`src/rtl/mc_pkg.sv`:
```
// mc_pkg: shared definitions for the multi-cycle main control FSM.
//   state_e        - controller states
//   OP_*           - RV32 major opcodes recognised in ID
//   ALUOP_*        - ALUop codes handed to the ALU function decoder
//   SRCB_*         - ALU operand-B mux selects
//   MEM2REG_*      - register-file write-data mux selects
package mc_pkg;

    typedef enum logic [3:0] {
        S_IF      = 4'd0,
        S_ID      = 4'd1,
        S_EX_R    = 4'd2,
        S_EX_I    = 4'd3,
        S_EX_ADDR = 4'd4,
        S_MEM_RD  = 4'd5,
        S_MEM_WR  = 4'd6,
        S_WB_ALU  = 4'd7,
        S_WB_MEM  = 4'd8,
        S_EX_BR   = 4'd9,
        S_EX_JAL  = 4'd10,
        S_ILL     = 4'd11
    } state_e;

    localparam logic [6:0] OP_R    = 7'b0110011;
    localparam logic [6:0] OP_I    = 7'b0010011;
    localparam logic [6:0] OP_LW   = 7'b0000011;
    localparam logic [6:0] OP_SW   = 7'b0100011;
    localparam logic [6:0] OP_BEQ  = 7'b1100011;
    localparam logic [6:0] OP_JAL  = 7'b1101111;

    localparam logic [1:0] ALUOP_NONE = 2'b00;
    localparam logic [1:0] ALUOP_ADD  = 2'b10;
    localparam logic [1:0] ALUOP_SUB  = 2'b01;
    localparam logic [1:0] ALUOP_FUNC = 2'b11;

    localparam logic [1:0] SRCB_REG  = 2'b00;
    localparam logic [1:0] SRCB_FOUR = 2'b01;
    localparam logic [1:0] SRCB_IMM  = 2'b10;

    localparam logic [1:0] MEM2REG_ALU = 2'b00;
    localparam logic [1:0] MEM2REG_MDR = 2'b01;
    localparam logic [1:0] MEM2REG_PC  = 2'b10;

endpackage

```
`src/rtl/mc_main_control.sv`:
```
// mc_main_control: multi-cycle main control FSM for the lab RISC-V CPU.
// Sequences IF -> ID -> EX -> (MEM) -> (WB), waiting on mem_ready in every
// memory-access state.
//
// Ports:
//   clk, rst       clock, asynchronous active-high reset (state -> IF)
//   opcode         instr[6:0] from the IR (stable after the fetch)
//   zero           ALU zero flag (branch resolution happens in the datapath
//                  through pc_write_cond, so the FSM itself does not need it)
//   mem_ready      memory completes the current access this cycle
//   pc_write, pc_write_cond, i_or_d, mem_read, mem_write, ir_write,
//   mem_to_reg, reg_write, alu_src_a, alu_src_b, alu_op, pc_source
//                  datapath enables / mux selects (Moore decode, except
//                  pc_write and ir_write in IF follow mem_ready)
//   illegal        trap indication (only with MC_ILLEGAL_TRAP_EN)
//
// Build option MC_ILLEGAL_TRAP_EN: unknown opcodes and (IMEM_WAIT_MAX>0)
// overlong fetch waits enter a sticky ILL state left only through rst.
// Without it unknown opcodes silently return to IF and illegal stays 0.
module mc_main_control
    import mc_pkg::*;
#(
    parameter int OP_W          = 7,
    parameter int IMEM_WAIT_MAX = 0
) (
    input  logic            clk,
    input  logic            rst,
    input  logic [OP_W-1:0] opcode,
    input  logic            zero,
    input  logic            mem_ready,
    output logic            pc_write,
    output logic            pc_write_cond,
    output logic            i_or_d,
    output logic            mem_read,
    output logic            mem_write,
    output logic            ir_write,
    output logic [1:0]      mem_to_reg,
    output logic            reg_write,
    output logic            alu_src_a,
    output logic [1:0]      alu_src_b,
    output logic [1:0]      alu_op,
    output logic            pc_source,
    output logic            illegal
);

    state_e state, state_nxt;
    state_e bad_op_state;
    logic   wd_trip;

    logic unused_zero;
    assign unused_zero = zero;

`ifdef MC_ILLEGAL_TRAP_EN
    assign bad_op_state = S_ILL;

    // Counts consecutive fetch wait cycles; trips on the wait cycle that
    // would exceed IMEM_WAIT_MAX.
    localparam int WD_W = (IMEM_WAIT_MAX > 0) ? $clog2(IMEM_WAIT_MAX + 1) : 1;
    logic [WD_W-1:0] wait_cnt;

    always_ff @(posedge clk or posedge rst) begin
        if (rst)
            wait_cnt <= '0;
        else if (state == S_IF && !mem_ready)
            wait_cnt <= wait_cnt + 1'b1;
        else
            wait_cnt <= '0;
    end

    assign wd_trip = (IMEM_WAIT_MAX > 0) && (state == S_IF) && !mem_ready &&
                     (wait_cnt == WD_W'(IMEM_WAIT_MAX));
`else
    localparam int unused_wait_max = IMEM_WAIT_MAX;
    assign bad_op_state = S_IF;
    assign wd_trip      = 1'b0;
`endif

    always_ff @(posedge clk or posedge rst) begin
        if (rst)
            state <= S_IF;
        else
            state <= state_nxt;
    end

    always_comb begin
        state_nxt = state;
        case (state)
            S_IF: begin
                if (wd_trip)
                    state_nxt = S_ILL;
                else if (mem_ready)
                    state_nxt = S_ID;
            end
            S_ID: begin
                case (opcode)
                    OP_R:          state_nxt = S_EX_R;
                    OP_I:          state_nxt = S_EX_I;
                    OP_LW, OP_SW:  state_nxt = S_EX_ADDR;
                    OP_BEQ:        state_nxt = S_EX_BR;
                    OP_JAL:        state_nxt = S_EX_JAL;
                    default:       state_nxt = bad_op_state;
                endcase
            end
            S_EX_R, S_EX_I:   state_nxt = S_WB_ALU;
            // IR is only reloaded in IF, so the opcode is still valid here.
            S_EX_ADDR:        state_nxt = (opcode == OP_LW) ? S_MEM_RD : S_MEM_WR;
            S_MEM_RD:         if (mem_ready) state_nxt = S_WB_MEM;
            S_MEM_WR:         if (mem_ready) state_nxt = S_IF;
            S_WB_ALU, S_WB_MEM, S_EX_BR, S_EX_JAL:
                              state_nxt = S_IF;
            S_ILL:            state_nxt = S_ILL;
            default:          state_nxt = S_IF;
        endcase
    end

    // Output decode; everything is forced quiet while rst is high so no
    // partial write escapes an abandoned instruction.
    always_comb begin
        pc_write      = 1'b0;
        pc_write_cond = 1'b0;
        i_or_d        = 1'b0;
        mem_read      = 1'b0;
        mem_write     = 1'b0;
        ir_write      = 1'b0;
        mem_to_reg    = MEM2REG_ALU;
        reg_write     = 1'b0;
        alu_src_a     = 1'b0;
        alu_src_b     = SRCB_REG;
        alu_op        = ALUOP_NONE;
        pc_source     = 1'b0;
        illegal       = 1'b0;
        if (!rst) begin
            case (state)
                S_IF: begin
                    mem_read  = 1'b1;
                    alu_src_b = SRCB_FOUR;
                    alu_op    = ALUOP_ADD;
                    pc_write  = mem_ready;
                    ir_write  = mem_ready;
                end
                S_ID: begin
                    alu_src_b = SRCB_IMM;
                    alu_op    = ALUOP_ADD;
                end
                S_EX_R: begin
                    alu_src_a = 1'b1;
                    alu_op    = ALUOP_FUNC;
                end
                S_EX_I: begin
                    alu_src_a = 1'b1;
                    alu_src_b = SRCB_IMM;
                    alu_op    = ALUOP_FUNC;
                end
                S_EX_ADDR: begin
                    alu_src_a = 1'b1;
                    alu_src_b = SRCB_IMM;
                    alu_op    = ALUOP_ADD;
                end
                S_MEM_RD: begin
                    mem_read = 1'b1;
                    i_or_d   = 1'b1;
                end
                S_MEM_WR: begin
                    mem_write = 1'b1;
                    i_or_d    = 1'b1;
                end
                S_WB_ALU: begin
                    reg_write  = 1'b1;
                    mem_to_reg = MEM2REG_ALU;
                end
                S_WB_MEM: begin
                    reg_write  = 1'b1;
                    mem_to_reg = MEM2REG_MDR;
                end
                S_EX_BR: begin
                    alu_src_a     = 1'b1;
                    alu_op        = ALUOP_SUB;
                    pc_write_cond = 1'b1;
                    pc_source     = 1'b1;
                end
                S_EX_JAL: begin
                    // PC already holds old PC+4, which is the link value.
                    pc_write   = 1'b1;
                    pc_source  = 1'b1;
                    reg_write  = 1'b1;
                    mem_to_reg = MEM2REG_PC;
                end
`ifdef MC_ILLEGAL_TRAP_EN
                S_ILL: illegal = 1'b1;
`endif
                default: ;
            endcase
        end
    end

endmodule

```
`config.mk`:
```
export PLATFORM = sky130hd
export DESIGN_NAME = mc_main_control
export DESIGN_NICKNAME = d
export VERILOG_FILES = /design/src/rtl/mc_pkg.sv /design/src/rtl/mc_main_control.sv
export SDC_FILE = /design/constraint.sdc
export NUM_CORES = 1
export LEC_CHECK = 0
export CAP_MARGIN = 20
export CORE_UTILIZATION = 39
export DETAILED_ROUTE_END_ITERATION = 10
export PLACE_DENSITY = 0.78
export SLEW_MARGIN = 20
export SYNTH_ARGS = -nofsm -noshare
export SYNTH_HDL_FRONTEND = slang
export SYNTH_SLANG_ARGS = --single-unit
```
`constraint.sdc`:
```
create_clock -name clk -period 1.65 [get_ports clk]
set_clock_uncertainty 0.1 [all_clocks]
set_input_delay 0.33 -clock clk [delete_from_list [all_inputs] [get_ports clk]]
set_output_delay 0.33 -clock clk [all_outputs]
set_load 0.02 [all_outputs]
```
==> reports/qor.yml, run 1 <==
outcome: "did not finish"
stop_stage: "global routing"
tool.error: "[ERROR DPL-0038] Utilization greater than 100%, impossible to legalize"
io_pins: 27
dp_hpwl_mm: 1.53
syn_area_um2: 556
synth_nets: 98
start_util: 0.422
endpoint_type: "primary output"
synth_cells: 87
synth_flop_cell: "dfrtp_1"
globalplace.congestion: 0.860
synthTopCellsByCount: "8 x nand2_1, 8 x nor2_1, 7 x nor3_1"
ys_warn_count: 0
synth.top_cell.area_share: 0.180
worst_endpoint: "i_or_d"
synth_edf_count: 0
synth-seq-cells: 4
fp.dieW_um: 39.7
placed_area_um2: 1030
synthTopCellsByArea: "dfrtp_1 18%, nor3_1 6.3%, a21oi_1 5.4%"
yosys.area.top_type: "dfrtp_1"
synth_cell_types: 32
htreeDepth: 1
die_y_um: 39.7
numPortBuffers: 24
grt_max_degree: 9
synthArstFlopShare: 1.00
clockBufferDepth: 2
cts_sinks: 4
std_cell_rows: 13
seq_area_frac_synth: 0.180
cts_buffers: 3
synth_area_per_cell_um2: 6.39
ctsHoldBuffers: 0
cts_root_buf: "clkbuf_4"
[repair_timing]
action,in CTS
setup buffers,11
pin swaps,12
resized for setup,111
setup endpoints to repair,18
gates cloned,0
[kinds of logic after synthesis]
logic type               after synthesis  share of synthesized area
AO/OA/AOI/OAI                         20                      0.232
XOR/XNOR                               1                     0.0158
adder cells (fa/ha/maj)                1                     0.0180
buffers and inverters                 12                     0.0901
flip-flops                             4                      0.180
other                                  1                    0.00675
AND/OR/NAND/NOR                       48                      0.457
[through the flow]
step | util | setup TNS (ps) | std cells | setup slack (ps) | hold WS, ps
detailed placement | 0.779 | -9800 | 147 | -691 | 628
global placement | 0.779 | -9110 | 147 | -639 | 608
CTS | 0.891 | -2130 | 160 | -249 | 321
floorplan | - | -184 | 87 | -90.5 | 241
==> inputs of run 2 (changes only) <==
Settings changed: CORE_AREA from default to 2 2 63 65, CORE_UTILIZATION 39 to default, DIE_AREA from default to 0 0 65 67, PLACE_DENSITY 0.78 to default, PLACE_DENSITY_LB_ADDON from default to 0.15.
==> run 2 against run 1 <==
Against the previous run:
- the flow now finishes, with violations (setup timing)
- synthesized cell count unchanged
- area after synthesis unchanged
==> reports/qor.yml, run 2 <==
fmax_mhz: 551
swShare: 0.436
crit_chain: "buf_6 > or2_4 > nor4_4 > buf_4"
intPower_w: 0.00135
r2r_start: "state[3]$_DFFE_PP0P_"
fillers: 367
final_cells: 200
syn_area_um2: 556  # unchanged
grt_pass1_vias: 842
grt_pass1_wl_mm: 3.91
grt_overflow_total: 0
clk_pin_slew_worst_paths_ps: 30
std_cell_rows: 22  # +9
final_nets: 165
seqCellArea_um2: 105
layout.cells.most_common_list: "29 x buf_4, 29 x buf_6, 6 x o21ai_0"
diodes: 0
cts_tree: "built"
synthTopCellsByCount: "8 x nand2_1, 8 x nor2_1, 7 x nor3_1"
worstPathArrival_ps: 1380
synth-seq-cells: 4  # unchanged
synthTopCellsByArea: "dfrtp_1 18%, nor3_1 6.3%, a21oi_1 5.4%"
clockBufferDepth: 2  # unchanged
clkPwrFrac: 0.086
yosys.area.top_type: "dfrtp_1"
top_regs: "state x4"
globalplace.congestion: 0.767  # -11%
cpPeakStageDelay_ps: 440
synth_cell_types: 32  # unchanged
crit_required_ps: 1220
synth.top_cell.area_share: 0.180  # unchanged
crit_type: "reg -> out"
core_area_um2: 3610
startpoint_type: "flop"
ctsHoldBuffers: 0  # unchanged
rr_endpoint: "state[0]$_DFFE_PP0P_"
grt_setup_unrepaired: "true"
wl_per_cell_um: 12.6
worstSkewPairLatency_ps: 220
fin_crit_sh: 1.10
drc: 0
synth_area_per_cell_um2: 6.39  # unchanged
slew_violations: 0
placed_cells: 183  # +24%
cts_buffers: 3  # unchanged
dr_total_vias: 877
cp-end-kind: "output pin"
p_comb_frac: 0.800
cp-endpoint: "mem_read"
cts_sinks: 4  # unchanged
final_util: 0.414
crit_family: "flip-flops"
startpoint: "state[3]$_DFFE_PP0P_"
leakage_nw: 0.652
hold_class: "in -> async"
hold_viol_final: 0
place_ws_ps: -687  # +3.94 ps
worst_r2r_path_depth: 6
maxCapViolCount: 0
fin_setup_tns_ps: -1590
drive_gt1_frac: 0.717
placed_area_um2: 1090  # +6.2%
irDropWorstVdd_v: 0.000414
r2r_slack_ps: -100
power_frac_seq: 0.114
fp.dieW_um: 65  # +64%
cp_max_fo: 4
die_y_um: 67  # +69%
power.switching_w: 0.00104
synth_flop_cell: "dfrtp_1"
power_density_nw_per_um2: 1600
crit_slowest_cell: "dfrtp_2"
synth_edf_count: 0  # unchanged
violations: "setup timing"
io_pins: 27  # unchanged
area_delta_synth_final_pct: 169
grt_max_degree: 8
ys_warn_count: 0  # unchanged
ant_nets: 0
multiInputGateArea_um2: 641
antenna_found_initial: 0
synthArstFlopShare: 1.00  # unchanged
design_area_um2: 1490
seq_area_frac_synth: 0.180  # unchanged
route.final.wire_length_mm: 2.51
outcome: "finished, violations left"
numPortBuffers: 24  # unchanged
finalSetupViolCount: 17
post-route-min-period_ps: 1810
finalWorstSetupSlack_ps: -164
largest_register: "state"
largest_reg_flops: 4
grt_usage: 0.119
start_util: 0.154  # -0.268
synth_cells: 87  # unchanged
floorplan.die_area_um2: 4360
drt_iter0_drc: 42
dr.pass1.iters: 4
cts_root_buf: "clkbuf_8"
critical_path_depth: 4
path_buf_inv: 2
routed_via_density: 4.39
htreeDepth: 1  # unchanged
dp_hpwl_mm: 1.72  # +12%
synth_nets: 98  # unchanged
run 2: kinds of logic after synthesis:
| group | Yosys count | synth area share |
|---|---|---|
| buffers and inverters | 12 | 0.0901 |
| AOI/OAI and AO/OA | 20 | 0.232 |
| xor gates and xnor gates | 1 | 0.0158 |
| other | 1 | 0.00675 |
| adders and majority gates | 1 | 0.0180 |
| and+or+nand+nor | 48 | 0.457 |
| DFF | 4 | 0.180 |
run 2: timing repair:
action / CTS / global route
endpoints found under the setup margin: 19 / 19
setup buffers: 10 / 5
pin swaps: 13 / 19
cloned: 1 / 0
gates resized for setup: 125 / 44
run 2: power by group through the flow:
stage          clock network, W  logic, W  registers [W]
6_report               0.000206   0.00191       0.000272
5_1_grt                0.000221   0.00204       0.000282
4_1_cts                0.000210   0.00153       0.000255
3_5_place_dp                  0   0.00127       0.000235
3_3_place_gp                  0   0.00127       0.000241
2_1_floorplan                 0  0.000700       0.000178
run 2: how the worst min path moves through the flow:
stage                    startpoint                    to  slack [ps]  cells after the start
6_report                        rst  state[3]$_DFFE_PP0P_         430                      4
5_1_grt                         rst  state[3]$_DFFE_PP0P_         470                      4
4_1_cts                         rst  state[2]$_DFFE_PP0P_         360                      4
3_5_place_dp   state[2]$_DFFE_PP0P_  state[2]$_DFFE_PP0P_         650                      2
3_3_place_gp   state[2]$_DFFE_PP0P_  state[2]$_DFFE_PP0P_         670                      2
2_1_floorplan                   rst  state[0]$_DFFE_PP0P_         240                      2
run 2: final cells by class:
cell class / count / area share
clock buffers: 3 / 0.0276
inverters: 5 / 0.0126
multi-input cells: 71 / 0.429
flip-flops and latches: 4 / 0.0704
well taps: 48 / 0.0402
repair buffers: 69 / 0.420
run 2: metrics by stage:
step / hold WS (ps) / total power [W]
detailed placement: 654 / 0.00151
global placement: 667 / 0.00151
finish: 434 / 0.00238
global route: 473 / 0.00255
floorplan: 241 / 0.000878
CTS: 362 / 0.00200
run 2: worst reg2reg max path, delay by kind of cell (launching register included):
kind                   cells  cell delay (ps)
AND/OR/NAND/NOR            1              340
flip-flops                 1              440
AO/OA/AOI/OAI              2              420
buffers and inverters      3              380
run 2: layer usage:
metal | vias up | track usage | wire (µm)
li1 | 441 | - | -
met1 | 414 | 0.138 | 1080
met2 | 20 | 0.216 | 1330
met3 | 2 | 0.0253 | 85
met4 | 0 | 0.0399 | 15
met5 | - | 0 | 0
No activity file was read; power rests on OpenSTA's default activity.
==> inputs of run 3 (changes only) <==
Settings changed: CAP_MARGIN 20 to default, GPL_TIMING_DRIVEN from default to 0.
==> run 3 against run 2 <==
Against the previous run:
- the flow still finishes with violations (setup timing)
- maximum frequency hardly changed
- routed wire length decreased by 21%
- utilization is 11 points lower
- setup slack barely moved
- worst hold slack worse by 330 ps
- combinational power shrank 28%
==> reports/qor.yml, run 3 (synthesis results as in run 2) <==
dr_total_vias: 754  # -14%
finalPower_w: 0.00181  # -24%
placed_area_um2: 885  # -19%
slew_violations: 0  # unchanged
top_regs: "state x4"
irDropWorstVdd_v: 0.000411  # -0.74%
largest_reg_flops: 4  # unchanged
hold_class: "in -> async"
crit_slowest_cell: "dfrtp_1"
final_cells: 173  # -14%
grt_setup_unrepaired: "true"
ctsHoldBuffers: 0  # unchanged
io_pins: 27  # unchanged
r2r_start: "state[3]$_DFFE_PP0P_"
fillers: 400  # +9.0%
cts_buffers: 3  # unchanged
power_density_nw_per_um2: 1630  # +2.3%
cts_tree: "built"
globalplace.congestion: 0.754  # -1.7%
ant_nets: 0  # unchanged
cts_sinks: 4  # unchanged
crit_type: "reg -> out"
dr.pass1.iters: 4  # unchanged
maxCapViolCount: 0  # unchanged
clkPwrFrac: 0.113  # +0.027
clockBufferDepth: 2  # unchanged
worstPathArrival_ps: 1380  # about the same
holdWs_ps: 105  # -328 ps
intPower_w: 0.000973  # -28%
crit_chain: "buf_6 > nor2b_4 > nand2_2 > o21a_1 > nor2_2 > buf_6"
final_nets: 138  # -16%
power_frac_seq: 0.122  # +0.008
fin_setup_tns_ps: -1170  # +425 ps
diodes: 0  # unchanged
fin_crit_sh: 1.10  # about the same
grt_pass1_vias: 751  # -11%
cpPeakStageDelay_ps: 420  # -20 ps
placed_cells: 158  # -14%
largest_register: "state"
antenna_found_initial: 0  # unchanged
critPathMostFrequentCell: "buf_6"
fmax_mhz: 551  # about the same
finalSetupViolCount: 14  # -3
finalWorstSetupSlack_ps: -164  # +0.496 ps
core_area_um2: 3610  # unchanged
swShare: 0.461  # +0.0255
grt_usage: 0.0990  # -0.0204
crit_family: "flip-flops"
clk_pin_slew_worst_paths_ps: 30  # about the same
drt_iter0_drc: 41  # -2.4%
die_y_um: 67  # unchanged
worstSkewPairLatency_ps: 220  # about the same
design_area_um2: 1110  # -26%
p_comb_frac: 0.766  # -0.034
cts_root_buf: "clkbuf_8"
cp-end-kind: "output pin"
worst_r2r_path_depth: 4  # -2
htreeDepth: 1  # unchanged
numPortBuffers: 23  # -4.2%
layout_commonest_cell: "buf_4"
floorplan.die_area_um2: 4360  # unchanged
start_util: 0.154  # unchanged
route.final.wire_length_mm: 2.00  # -21%
grt_overflow_total: 0  # unchanged
r2r_slack_ps: 110  # +210 ps
wl_per_cell_um: 11.5  # -8.1%
routed_via_density: 4.36  # -0.61%
fp.dieW_um: 65  # unchanged
leakage_nw: 0.489  # -25%
grt_pass1_wl_mm: 3.38  # -14%
crit_required_ps: 1220  # about the same
violations: "setup timing"
path_buf_inv: 2  # unchanged
post-route-min-period_ps: 1810  # -0.496 ps
drive_gt1_frac: 0.552  # -0.165
layout.cells.most_common_list: "24 x buf_4, 6 x buf_6, 6 x o21ai_0"
power.switching_w: 0.000833  # -20%
hold_viol_final: 0  # unchanged
drc: 0  # unchanged
area_delta_synth_final_pct: 99.1
rr_endpoint: "state[0]$_DFFE_PP0P_"
cp_max_fo: 7  # +3
std_cell_rows: 22  # unchanged
startpoint_type: "flop"
dp_hpwl_mm: 1.48  # -14%
grt_max_degree: 11  # +3
outcome: "finished, violations left"
[run 3: cell count changes in the layout (fill, tap and decap cells not counted), moves of 2 or more]
cell / previous run / this run
a21oi_1: 3 / 5
a21oi_2: 3 / 1
buf_2: 4 / 2
buf_4: 29 / 24
buf_6: 29 / 6
inv_2: 3 / 1
nor2_1: 2 / 4
nor2_4: 4 / 2
nor4_2: 0 / 2
nor4_4: 2 / 0
[run 3: routing by layer]
| layer | share of wire | track usage | wire (µm) |
|---|---|---|---|
| met5 | 0 | 0 | 0 |
| met3 | 0.069 | 0.0304 | 137 |
| met1 | 0.42 | 0.109 | 843 |
| met2 | 0.50 | 0.180 | 998 |
| met4 | 0.0085 | 0.0319 | 17 |
[run 3: how the worst max path moves through the flow]
| stage | from | end | cells past startpoint | slack [ps] |
|---|---|---|---|---|
| after global placement | mem_ready | pc_write | 4 | -630 |
| after CTS | state[1]$_DFFE_PP0P_ | alu_src_a | 6 | -180 |
| after global routing | state[0]$_DFFE_PP0P_ | alu_src_a | 6 | -210 |
| final | state[0]$_DFFE_PP0P_ | alu_src_a | 6 | -160 |
| after floorplan | state[0]$_DFFE_PP0P_ | i_or_d | 3 | -90 |
| after detailed placement | mem_ready | pc_write | 4 | -630 |
[run 3: area by class of cell]
cell class | instances | area, µm² | share of cell area
multi-input combinational | 71 | 523 | 0.473
timing repair buffer | 36 | 293 | 0.265
sequential | 4 | 104 | 0.0939
buffer | 6 | 63.8 | 0.0577
tap | 48 | 60.1 | 0.0543
clock buffer | 3 | 41.3 | 0.0373
inverter | 5 | 21.3 | 0.0192
[run 3: per-stage QoR]
step	worst slack, ps	util
2_1_floorplan	-90.5	-
3_3_place_gp	-632	0.245
3_5_place_dp	-627	0.245
4_1_cts	-183	0.288
5_1_grt	-212	0.307
6_report	-164	0.307
[run 3: repair_timing]
item,in CTS,in global routing
setup buffers,10,3
resized for setup,114,16
pin swaps,9,8
setup endpoints to repair,18,17
[run 3: power by group through the flow]
stage               Clock, W  Sequential (W)  Combinational, W
CTS                 0.000210        0.000212           0.00125
finish              0.000204        0.000220           0.00138
global placement           0        0.000199           0.00103
global route        0.000220        0.000224           0.00149
detailed placement         0        0.000196           0.00102
floorplan                  0        0.000178          0.000700
==> inputs of run 4 (changes only) <==
==> constraint.sdc (replaced) <==
create_clock -name clk -period 1.72 [get_ports clk]
set_clock_uncertainty 0.1 [all_clocks]
set_input_delay 0.344 -clock clk [delete_from_list [all_inputs] [get_ports clk]]
set_output_delay 0.344 -clock clk [all_outputs]
set_load 0.005 [all_outputs]
==> run 4 against run 3 <==
Against the previous run:
- the flow still finishes with violations (setup timing)
- critical path depth is the same
- setup slack gained 36 ps
- highest routed layer unchanged
- largest cell class unchanged
- critical endpoint is now mem_read
- die area is the same
- utilization grew 5.1 points
- register-to-register slack lost 60 ps
- global-route usage grew 1.7 points
- sequential cell count is the same
- power grew 16%
- first-iteration DRC count shrank 56%
- final area grew 17%
==> reports/qor.yml, run 4 (synthesis results as in run 2) <==
outcome: "finished, violations left"
violations: "setup timing"
drt_iter0_drc: 18  # -56%
finalWorstSetupSlack_ps: -128  # +36.2 ps
largest_reg_flops: 4  # unchanged
grt_setup_unrepaired: "true"
cts_sinks: 4  # unchanged
worstSkewPairLatency_ps: 220  # about the same
dr_total_vias: 822  # +9.0%
grt_pass1_vias: 831  # +11%
cp_max_fo: 5  # -2
start_util: 0.154  # unchanged
top_regs: "state x4"
globalplace.congestion: 0.770  # +2.2%
largest_register: "state"
grt_overflow_total: 0  # unchanged
area_delta_synth_final_pct: 132
seqCellArea_um2: 101  # -2.4%
antenna_found_initial: 0  # unchanged
finalSetupViolCount: 9  # -5
cp-end-kind: "output pin"
clockBufferDepth: 2  # unchanged
std_cell_rows: 22  # unchanged
final_nets: 154  # +12%
ctsHoldBuffers: 0  # unchanged
fin_crit_sh: 1.07
grt_usage: 0.116  # +0.0168
drc: 0  # unchanged
dr.pass1.iters: 4  # unchanged
multiInputGateArea_um2: 566  # +8.1%
placed_cells: 158  # unchanged
wl_per_cell_um: 12.2  # +5.7%
dp_hpwl_mm: 1.44  # -2.6%
grt_pass1_wl_mm: 3.86  # +14%
hold_class: "in -> async"
diodes: 0  # unchanged
io_pins: 27  # unchanged
cts_buffers: 3  # unchanged
worstPathArrival_ps: 1400  # +20 ps
htreeDepth: 1  # unchanged
startpoint: "state[0]$_DFFE_PP0P_"
cts_tree: "built"
layout_commonest_cell: "buf_4"
fmax_mhz: 541
hold_viol_final: 0  # unchanged
startpoint_type: "flop"
rr_endpoint: "state[0]$_DFFE_PP0P_"
maxCapViolCount: 0  # unchanged
grt_max_degree: 11  # unchanged
worst_r2r_path_depth: 5  # +1
layout.cells.most_common_list: "22 x buf_4, 13 x buf_2, 11 x buf_6"
r2r_start: "state[3]$_DFFE_PP0P_"
crit_type: "reg -> out"
r2r_slack_ps: 50  # -60 ps
numPortBuffers: 23  # unchanged
leakage_nw: 0.596  # +22%
route.final.wire_length_mm: 2.31  # +15%
die_y_um: 67  # unchanged
final_cells: 189  # +9.2%
drive_gt1_frac: 0.638  # +0.0863
holdWs_ps: 111  # +6.03 ps
fillers: 404  # +1.0%
core_area_um2: 3610  # unchanged
cts_root_buf: "clkbuf_8"
fp.dieW_um: 65  # unchanged
irDropWorstVdd_v: 0.000447  # +8.7%
clk_pin_slew_worst_paths_ps: 30  # about the same
ant_nets: 0  # unchanged
power_density_nw_per_um2: 1620  # -0.56%
slew_violations: 0  # unchanged
post-route-min-period_ps: 1850
floorplan.die_area_um2: 4360  # unchanged
crit_required_ps: 1280  # +60 ps
routed_via_density: 4.35  # -0.21%
run 4: changes by cell type in the layout (fill, tap and decap cells not counted), sizes merged:
| cell | before | now |
|---|---|---|
| clkdlybuf4s50 | 1 | 2 |
| dlygate4sd2 | 5 | 4 |
| buf | 33 | 49 |
run 4: routing by layer:
layer | GRT usage | share of wire | wire [µm] | vias up
met1 | 0.131 | 0.42 | 960 | 371
met5 | 0 | 0 | 0 | -
li1 | - | - | - | 417
met3 | 0.0236 | 0.069 | 158 | 4
met4 | 0.0532 | 0.021 | 48 | 0
met2 | 0.207 | 0.49 | 1140 | 30
run 4: where the power goes:
group	internal (W)	switching (W)
sequential	0.000139	0.0000502
clock	0.000149	0.0000445
combinational	0.000938	0.000777
total	0.00123	0.000871
run 4: worst max-delay path, stage by stage (launching register included):
cell and delay, ps:
dfrtp_1 410, buf_6 170, nor2b_4 50, buf_6 120, buf_6 100, nor4_2 190, buf_2 150
run 4: metrics by stage:
stage	setup WS (ps)	total power, W	instance area [µm²]	setup TNS (ps)	utilization
after floorplan	84.2	0.000700	556	0	-
after global placement	-609	0.00103	846	-7700	0.235
after detailed placement	-591	0.00102	846	-7370	0.235
after CTS	-106	0.00198	1250	-447	0.347
after global routing	-194	0.00224	1290	-1480	0.358
final	-128	0.00210	1290	-620	0.358
run 4: final cells by class:
cell class | instances | area share
tap | 48 | 0.0465
inverter | 5 | 0.0262
clock buffer | 3 | 0.0320
buffer | 6 | 0.0494
timing repair buffer | 52 | 0.329
multi-input combinational | 71 | 0.438
sequential | 4 | 0.0785
run 4: how the worst max path moves through the flow:
| stage | end | slack, ps | cells past startpoint |
|---|---|---|---|
| after floorplan | pc_write | 80 | 4 |
| after global placement | alu_src_b[1] | -610 | 6 |
| after detailed placement | pc_source | -590 | 5 |
| after CTS | mem_read | -110 | 6 |
| after global routing | i_or_d | -190 | 5 |
| final | mem_read | -130 | 6 |
run 4: repair_timing:
item / CTS / global route
pin swaps: 19 / 5
hold endpoints to repair: 0 / 0
setup buffers: 27 / 2
resized for setup: 133 / 9
setup endpoints to repair: 18 / 16
==> edit (config.mk and constraints of run 2) <==
The 12 states of `state_e` get a one-hot encoding in 12 bits.
--- a/src/rtl/mc_pkg.sv
+++ b/src/rtl/mc_pkg.sv
@@ -7,17 +7,17 @@
 package mc_pkg;
 
-    typedef enum logic [3:0] {
-        S_IF      = 4'd0,
-        S_ID      = 4'd1,
-        S_EX_R    = 4'd2,
-        S_EX_I    = 4'd3,
-        S_EX_ADDR = 4'd4,
-        S_MEM_RD  = 4'd5,
-        S_MEM_WR  = 4'd6,
-        S_WB_ALU  = 4'd7,
-        S_WB_MEM  = 4'd8,
-        S_EX_BR   = 4'd9,
-        S_EX_JAL  = 4'd10,
-        S_ILL     = 4'd11
+    typedef enum logic [11:0] {
+        S_IF      = 12'b000000000001,
+        S_ID      = 12'b000000000010,
+        S_EX_R    = 12'b000000000100,
+        S_EX_I    = 12'b000000001000,
+        S_EX_ADDR = 12'b000000010000,
+        S_MEM_RD  = 12'b000000100000,
+        S_MEM_WR  = 12'b000001000000,
+        S_WB_ALU  = 12'b000010000000,
+        S_WB_MEM  = 12'b000100000000,
+        S_EX_BR   = 12'b001000000000,
+        S_EX_JAL  = 12'b010000000000,
+        S_ILL     = 12'b100000000000
     } state_e;
 
Function: same outputs for any inputs over 10 cycles, from zero or initial values and one cycle with rst high; not proved beyond that.
==> edit against run 2 <==
The flow still finishes with violations (setup timing). Critical path depth is 1 higher. Sequential cell count is 8 higher. Core utilization is 18 points higher. Wire length is 53% higher. Die area stayed put. Final area is 44% higher. Setup slack worse by 0.87 ns. Area after synthesis is 69% higher. Non-clock buffer count is 16 higher. Power is 27% lower.
==> edit: results (changes against run 2) <==
reg-to-reg slack, setup=-0.89 ns (-0.79 ns); P_clk=0.318 mW (+54%); dpl cells=226 (+23%); Worst Hold Path EP=state[6]$_DFFE_PP0P_; Pwr Total=1.74 mW (-27%); final setup margin=-1.03 ns (-0.870 ns); RR Startpoint=state[9]$_DFFE_PP0P_; share of cells above drive strength 1=64.5% (-7.2 points); top post-synthesis cells by count=nor2_1, dfrtp_1, nand2_1, o21ai_0; P_int=1.08 mW (-20%); clock root cell=clkbuf_8; Max rail drop VDD=344 uV (-17%); leakage power=0.928 nW (+42%); Seq/Total Area, Yosys=32.1% (+14 points); syn_nets=130 (+33%); worst-skew pair later-pin latency=0.24 ns (+0.02 ns); violated checks=setup timing; ys async rst share=100% (unchanged); vias per cell=5.08 (+16%); WL per Instance=15.5 um (+23%); Clock Tree Buf Depth=2 (unchanged); hold slack=0.590 ns (+0.157 ns); port bufs=24 (unchanged); syn_area_per_cell=7.90 um^2 (+24%); main area contributors after synthesis=dfrtp_1, nor4b_1, nor2_1; synth warn=0 (unchanged); setup TNS=-19.19 ns (-17.59 ns); Seq pwr share=19.5% (+8.1 points); R2R Path End=state[3]$_DFFE_PP0P_; endpoints failing setup=27 (+10); placed instance area=1660 um^2 (+52%); gp weighted congestion=0.881 (+15%); Worst Max-Slew Pin Slew=0.513 ns; gr usage total=18.5% (+6.6 points); first-pass GRT wire length=6000 um (+53%); critical path data arrival time=2.25 ns (+0.87 ns); Netlist cell types=35 (+9.4%); nets@finish=212 (+28%); diode count=0 (unchanged); initial antenna violation count=1 (+1); Worst Path Max Fanout=2 (-2); Worst-path clk slew=0.05 ns (+0.02 ns); Hold Startpoint=state[6]$_DFFE_PP0P_; CTS buffer count=3 (unchanged); DR vias=1,261 (+44%); top flop regs=state: 12 flops; R2R cell count=8 (+2); hpwl dp=2540 um (+48%); CTS H-tree lvls=1 (unchanged); Synth top area share=29.3% (+11 points); hold depth=2; HP Class=reg2reg; Pre-antenna DRT Iters=4 (unchanged); status=finished with violations; largest net degree at the start of global routing=14 (+6); initial drt markers=84 (+100%); dpl ws=-1.25 ns (-0.565 ns)
## edit: cell families (layout without fill, tap and decap cells)
| group | count (synthesis) | count (layout) | share of synthesized area (%) |
|---|---|---|---|
| DFF | 12 | 12 | 32.1 |
| other | 1 | 1 | 0.399 |
| xor gates and xnor gates | 7 | 7 | 6.52 |
| AOI/OAI and AO/OA | 17 | 17 | 11.3 |
| buffers and inverters | 15 | 96 | 6.52 |
| and+or+nand+nor | 67 | 67 | 43.1 |
## edit: per-layer routing
layer	GRT usage, %	wire, um
met5	0	13
met4	11.4	194
met3	2.36	94
met2	35.1	2100
met1	19.2	1440
## edit: critical path, stage by stage (launching register included)
cell and delay (ns):
dfrtp_1 0.37, or4_4 0.53, or3_4 0.35, or4_4 0.47
a31oi_4 0.16, buf_6 0.14
## edit: final cells by class
class	instances	area, um^2
inverters	7	26.3
repair buffers	85	777
well taps	48	60.1
multi-input cells	92	926
flip-flops and latches	12	302
fillers	320	1460
clock buffers	4	55.1
## edit: how the worst max path moves through the flow
| stage | slack [ns] | startpoint | to | cells after the start |
|---|---|---|---|---|
| 2_1_floorplan | -0.84 | state[8]$_DFFE_PP0P_ | alu_op[1] | 5 |
| 3_3_place_gp | -1.23 | state[9]$_DFFE_PP0P_ | alu_op[1] | 5 |
| 3_5_place_dp | -1.25 | state[9]$_DFFE_PP0P_ | alu_op[1] | 5 |
| 4_1_cts | -1.04 | state[9]$_DFFE_PP0P_ | alu_op[1] | 5 |
| 5_1_grt | -1.10 | state[9]$_DFFE_PP0P_ | alu_src_b[1] | 9 |
| 6_report | -1.03 | state[9]$_DFFE_PP0P_ | alu_op[1] | 5 |
## edit: what timing repair did
action,4_1_cts,5_1_grt
buffers inserted,12,7
resized for setup,136,14
pin swaps,14,7
endpoints found under the setup margin,26,27
endpoints found under the hold margin,0,0
